**src/rtl/chan_sel_seq.sv**
```systemverilog
`default_nettype none
// ============================================================================
// Module   : chan_sel_seq
// Purpose  : Registered N-channel selector with valid/ready output, direct and
//            scan modes. Optional CHAN_SEL_SNAPSHOT_EN freezes in_data at start.
// Revision : 1.0 - initial release
// ============================================================================
module chan_sel_seq #(
  parameter int N_CH   = 16,
  parameter int DATA_W = 8,
  parameter int SEL_W  = $clog2(N_CH)
) (
  input  logic                     clk,
  input  logic                     reset,
  input  logic [N_CH*DATA_W-1:0]   in_data,
  input  logic [SEL_W-1:0]         sel,
  input  logic                     mode,
  input  logic                     start,
  output logic [DATA_W-1:0]        out_data,
  output logic [SEL_W-1:0]         out_ch,
  output logic                     out_valid,
  input  logic                     out_ready,
  output logic                     out_err,
  output logic                     busy,
  output logic                     done
);

  localparam int c_LAST_CH = N_CH - 1;

  typedef enum logic [0:0] {
    S_IDLE = 1'b0,
    S_EMIT = 1'b1
  } state_t;

  state_t                   r_state;
  state_t                   w_state_nxt;
  logic                     r_mode;
  logic [SEL_W-1:0]         r_idx;
  logic [DATA_W-1:0]        r_data;
  logic                     r_err;
  logic                     r_done;

  logic                     w_load;
  logic                     w_done_nxt;
  logic                     w_last;
  logic [SEL_W-1:0]         w_load_idx;
  logic [DATA_W-1:0]        w_load_data;
  logic                     w_load_err;
  logic [N_CH*DATA_W-1:0]   w_src;

`ifdef CHAN_SEL_SNAPSHOT_EN
  logic [N_CH*DATA_W-1:0]   r_snap;

  always_ff @(posedge clk) begin
    if (reset) begin
      r_snap <= '0;
    end else if (r_state == S_IDLE && start) begin
      r_snap <= in_data;
    end
  end

  // The first item is loaded on the same edge as the snapshot, so it reads in_data directly.
  assign w_src = (r_state == S_IDLE) ? in_data : r_snap;
`else
  assign w_src = in_data;
`endif

  assign w_last = (int'(r_idx) == c_LAST_CH);

  always_comb begin
    w_state_nxt = r_state;
    w_load      = 1'b0;
    w_load_idx  = r_idx;
    w_done_nxt  = 1'b0;
    case (r_state)
      S_IDLE: begin
        if (start) begin
          w_state_nxt = S_EMIT;
          w_load      = 1'b1;
          w_load_idx  = mode ? '0 : sel;
        end
      end
      S_EMIT: begin
        if (out_ready) begin
          if (!r_mode || w_last) begin
            w_state_nxt = S_IDLE;
            w_done_nxt  = 1'b1;
          end else begin
            w_load     = 1'b1;
            w_load_idx = r_idx + SEL_W'(1);
          end
        end
      end
      default: begin
        w_state_nxt = S_IDLE;
      end
    endcase
  end

  // Indices at or above N_CH (non power-of-2 N_CH) yield zero data and flag an error.
  always_comb begin
    w_load_data = '0;
    w_load_err  = (int'(w_load_idx) >= N_CH);
    for (int k = 0; k < N_CH; k++) begin
      if (int'(w_load_idx) == k) begin
        w_load_data = w_src[k*DATA_W +: DATA_W];
      end
    end
  end

  always_ff @(posedge clk) begin
    if (reset) begin
      r_state <= S_IDLE;
      r_mode  <= 1'b0;
      r_idx   <= '0;
      r_data  <= '0;
      r_err   <= 1'b0;
      r_done  <= 1'b0;
    end else begin
      r_state <= w_state_nxt;
      r_done  <= w_done_nxt;
      if (r_state == S_IDLE && start) begin
        r_mode <= mode;
      end
      if (w_load) begin
        r_idx  <= w_load_idx;
        r_data <= w_load_data;
        r_err  <= w_load_err;
      end
    end
  end

  assign out_data  = r_data;
  assign out_ch    = r_idx;
  assign out_err   = r_err;
  assign out_valid = (r_state == S_EMIT);
  assign busy      = (r_state == S_EMIT);
  assign done      = r_done;

endmodule
`default_nettype wire

```
**config.mk**
```make
export PLATFORM = sky130hd
export DESIGN_NAME = chan_sel_seq
export DESIGN_NICKNAME = d
export VERILOG_FILES = /design/src/rtl/chan_sel_seq.sv
export SDC_FILE = /design/constraint.sdc
export NUM_CORES = 1
export LEC_CHECK = 0
export ABC_AREA = 1
export CAP_MARGIN = 20
export CORE_ASPECT_RATIO = 0.8
export CORE_MARGIN = 2
export CORE_UTILIZATION = 30
export DETAILED_ROUTE_END_ITERATION = 8
export GPL_TIMING_DRIVEN = 0
export PLACE_DENSITY = 0.74
export SYNTH_ARGS = -nofsm -noshare
export SYNTH_HDL_FRONTEND = slang
export SYNTH_SLANG_ARGS = --single-unit
```
**constraint.sdc**
```tcl
create_clock -name clk -period 6.6 [get_ports clk]
set_clock_uncertainty 0.15 [all_clocks]
set_input_delay 0.99 -clock clk [delete_from_list [all_inputs] [get_ports clk]]
set_output_delay 0.99 -clock clk [all_outputs]
set_load 0.02 [all_outputs]
```
## After elaboration in Yosys (flattened, before gate mapping)

Index checks and enable logic that the tools add are counted.

- Register bits: 15
- Bits of input ports: 137
- Logic and storage cells: 57

- Add/sub/neg operators: 1
- Reduce and logical (&&, ||, !) cells: 5
- Bitwise logic cells: 2
- Eq/ne operators: 16
- Muxes and demuxes: 28

Operator list:

| kind | number |
|---|---|
| $mux W8 | 16 |
| $eq A4 B4 Y1 const B | 8 |
| $eq A4 B3 Y1 const B | 4 |
| $mux W4 | 4 |
| $eq A4 B1 Y1 const B | 2 |
| $eq A4 B2 Y1 const B | 2 |
| $pmux W4 S2 | 1 |
| $mux W1 | 5 |
| $add A4 B1 Y4 const B | 1 |
| $logic_not A4 Y1 | 1 |
| $pmux W1 S2 | 2 |
| $reduce_or A3 Y1 | 1 |
| $not A1 Y1 | 2 |
| $logic_and A1 B1 Y1 | 1 |
| $logic_not A1 Y1 | 1 |
| $logic_or A1 B1 Y1 | 1 |

## Logic depth before layout (Yosys ltp)

- Depth in word-level cells: 22
- Gate-level depth with buffers: 21

## Least setup slack after synthesis

Ideal clock, no wire load.

- Path kind: input port to flip-flop
- Start point: input start
- End point: register r_data[1] (netlist: out_data[1])
- Arrival time: 2.384 ns
- Required time: 6.333 ns
- Cell stages on the path: 18
- Slack: 3.949 ns
- Buffers on the path: 0
- Cell sequence: inv_2 > nor2_4 > inv_2 > o22ai_1 > nand2_1 > nand2_4 > inv_4 > nor2_8 > inv_4 > nor2_8 > inv_2 > or2_0 > nand2_1 > nand4_1 > nand2_1 > nand4_1 > nor2_1 > nor2_1

- Word-level cells in the longest chain between the ends: 19
- Elaborated cells between the ends (all ways): 36
- Classes of those cells: eq/ne (15); mux (20); reduce/logical (1)

RTL lines:

| element | RTL line | source |
|---|---|---|
| start: declaration | 18 | `input logic start,` |
| $mux W4 | 77 | `if (start) begin` |
| $pmux W4 S2 | 75 | `case (r_state)` |
| $logic_not A4 Y1 | 105 | `if (int'(w_load_idx) == k) begin` |
| $mux W8 (16 in a row) | 105 |  |
| end signal: assignment | 127 | `r_data <= w_load_data;` |
| end: declaration | 39 | `logic [DATA_W-1:0] r_data;` |

Parallel ways exist; a longest one is shown, timed or not.
A chain may end at the register's enable or synchronous reset.

## Worst setup path after layout

- Start point: input start
- End point: register r_data[3] (netlist: out_data[3])

The elaborated chain is that of the path after synthesis.

==> results.toml <==
[floorplan]
rows = 26
die_y_um = 75.9
die_w_um = 93.9
start_util_pct = 30.7
dieArea_mm2 = 0.00712
io_pins = 153
coreArea_mm2 = 0.00631

[sta]
min_period_ps = 3570
max_slew_margin_pct = 59.8
tightest_slew_ps = 601
whs_ps = 378
setup_viol = 0
fmax_mhz = 280
tns_ps = 0
grt_setup_unrepaired = "false"
period_share_pct = 54.1
drv_slew = 0
final_hold_viol_count = 0

[synthesis]
syn_inst = 367
synthSimpleGateAreaFrac_pct = 62.8
synth_top_family_by_area = "simple AND/OR/NAND/NOR gates"
synth_cell_types = 31
async_reset_ff_share_pct = 0
synth_flop_cell = "dfxtp_1"
synth_adder_area_share_pct = 0.646
syn_nets = 505
avgSynthCellArea_um2 = 5.28
synth-warning-count = 0
synth_seq_cells = 15
synth_compound_area_share_pct = 9.49
synth_area_mm2 = 0.00194
synth_seq_area_share_pct = 15.5
synth_xor_area_share_pct = 0
muxShareOfSynthArea_pct = 0
synth_edf_count = 0

[setup_path]
critPathLaunchType = "primary input"
path_common_cell = "nor2_1"
cp.arrival_ps = 3560
end_kind = "register"
crit_fanout = 10
r2r.worst_path.cells = 18
timing_worst_setup_path_type = "in -> reg"
crit_required_ps = 6590
slowest_delay_ps = 620
cpMaxStageDelayCell = "clkdlybuf4s50_1"
crit_chain = "clkdlybuf4s50_1, inv_2, nor2_4, nand2_1, o21ai_0, nand2_1, nand2_2, nor2_1, buf_4, nand3_1, nand3_1, nor2_1, nand4_1, nor2_1, nand4_1, nor2_1, nand4_1, nor2_1, nor2_1"

[hold_path]
hold_depth = 2
hold_path_class = "reg -> reg"

[detailed_routing]
ant_nets = 0
wl_met3_um = 611
drt-vias-per-instance = 4.76
routed_wl_um = 7860
drtPass1Iterations = 5
top_layer = "met4"
drt_iter0_markers = 92
wl_met1_um = 3410
drc_errors = 0
vias = 2881
dr_wl_met2_um = 3750
wl_per_cell_um = 13.0

[power_and_ir_drop]
p_per_area_mw_per_mm2 = 120
vdd.ir_drop.worst_uv = 79.3
leakagePower_nw = 1.55

[clock_network]
htree_levels = 1
cts_tree = "built"
cts_root_buf = "clkbuf_8"
clock_sinks = 15
hold_buffers = 0
insertion_delay_ps = 240
clk_path_buf_depth = 2
post_cts_buffers = 0
clk_pin_slew_ps = 60
cts_made_buffers = 3
post_cts_resized = 0

[global_route]
overflow = 0
first_global_vias = 2612
grtUsageTotal_pct = 21.0
antenna_found_initial = 0
grt_max_degree = 11
grt_pass1_wl_um = 11800

[layout]
fillers = 620
area_delta_synth_final_pct = 85.2
post-route-util_pct = 56.9
n_antenna_cell = 0
nNetsFinal = 660
drive_gt1_share_pct = 6.53

[placed_design]
portBuffers = 150
hpwlAfterDp_um = 6620
place_congestion = 0.872

[run]
cap_violations = 0

[run_status]
run_status = "finished clean"
==> flip-flops by register name (all words and copies together), names as in the netlist <==
register	flops
r_mode	1
busy	1
out_data	8
out_ch	4
done	1
==> cells by family (layout without fill, tap and decap cells) <==
group	count (synthesis)	count (layout)
other	1	1
buffers and inverters	54	208
AOI/OAI and AO/OA	36	36
and+or+nand+nor	260	260
adders and majority gates	1	1
DFF	15	15
==> critical path, delay by kind of cell <==
family	cells	cell delay [ps]
and+or+nand+nor	15	1610
AOI/OAI and AO/OA	1	70
buffers and inverters	3	880
==> per-layer routing <==
metal | track usage [%] | vias to the layer above
li1 | - | 1482
met3 | 5.34 | 8
met5 | 0 | -
met4 | 2.74 | 0
met2 | 37.3 | 112
met1 | 26.7 | 1279
==> placed cells by master (no fill, tap or decap), types with 2 or more instances in the layout <==
master / n
nand3_1: 23
clkdlybuf4s50_1: 150
nand2_2: 5
nor2_2: 3
inv_1: 40
nand2_4: 3
nor2_8: 2
nand4_1: 27
a21oi_1: 21
dfxtp_1: 15
or2_1: 2
nor2_1: 57
inv_2: 6
buf_4: 3
nand3_2: 2
o21ai_0: 12
nand2_1: 123
clkbuf_8: 3
nor2_4: 4
or2_0: 5
inv_4: 2
clkbuf_1: 2
==> synth_stat cells, types with 2 or more instances <==
cell | instances | area share, %
nand4_1 | 27 | 8.7
a21oi_1 | 21 | 5.4
dfxtp_1 | 15 | 15
nand3_1 | 23 | 5.9
inv_2 | 6 | 1.2
nor2_1 | 57 | 11
nor2_8 | 2 | 2.1
inv_4 | 2 | 0.65
or2_0 | 5 | 1.6
nor2_4 | 4 | 2.3
buf_4 | 3 | 1.2
inv_1 | 40 | 7.7
o21ai_0 | 12 | 3.1
nand2_4 | 3 | 1.7
or2_1 | 2 | 0.65
nand3_2 | 2 | 1.0
nand2_2 | 5 | 1.6
nand2_1 | 123 | 24
nor2_2 | 3 | 0.97
==> cell type report <==
type / count / area (µm²) / share of cell area [%]
Buffer: 6 / 35.0 / 0.976
Clock buffer: 4 / 45.0 / 1.25
Inverter: 48 / 185 / 5.16
Tap cell: 84 / 105 / 2.93
Multi-Input combinational cell: 298 / 1420 / 39.5
Timing Repair Buffer: 150 / 1500 / 41.8
Sequential cell: 15 / 300 / 8.37
==> worst paths after layout <==
check,from,endpoint,slack [ps]
worst max-delay path,start,out_data[3]$_SDFFE_PP0P_,3030
worst min-delay path,out_data[1]$_SDFFE_PP0P_,out_data[1]$_SDFFE_PP0P_,380
worst max register to register,out_ch[1]$_SDFFE_PP0P_,out_data[3]$_SDFFE_PP0P_,3690
worst min register to register,out_data[1]$_SDFFE_PP0P_,out_data[1]$_SDFFE_PP0P_,380
==> power breakdown <==
part           switching, mW  internal (mW)
Sequential           0.00651         0.0995
Clock                 0.0309         0.0427
Combinational          0.122          0.129
==> per-stage QoR <==
stage	setup WS (ps)	area (µm²)	instances	total power, mW
5_1_grt	2740	3590	605	0.464
3_5_place_dp	2800	3540	601	0.359
3_3_place_gp	2830	3540	601	0.357
4_1_cts	3050	3590	605	0.434
2_1_floorplan	3950	1940	367	0.226
6_report	3030	3590	605	0.431
(Power assumes the default switching activity.)
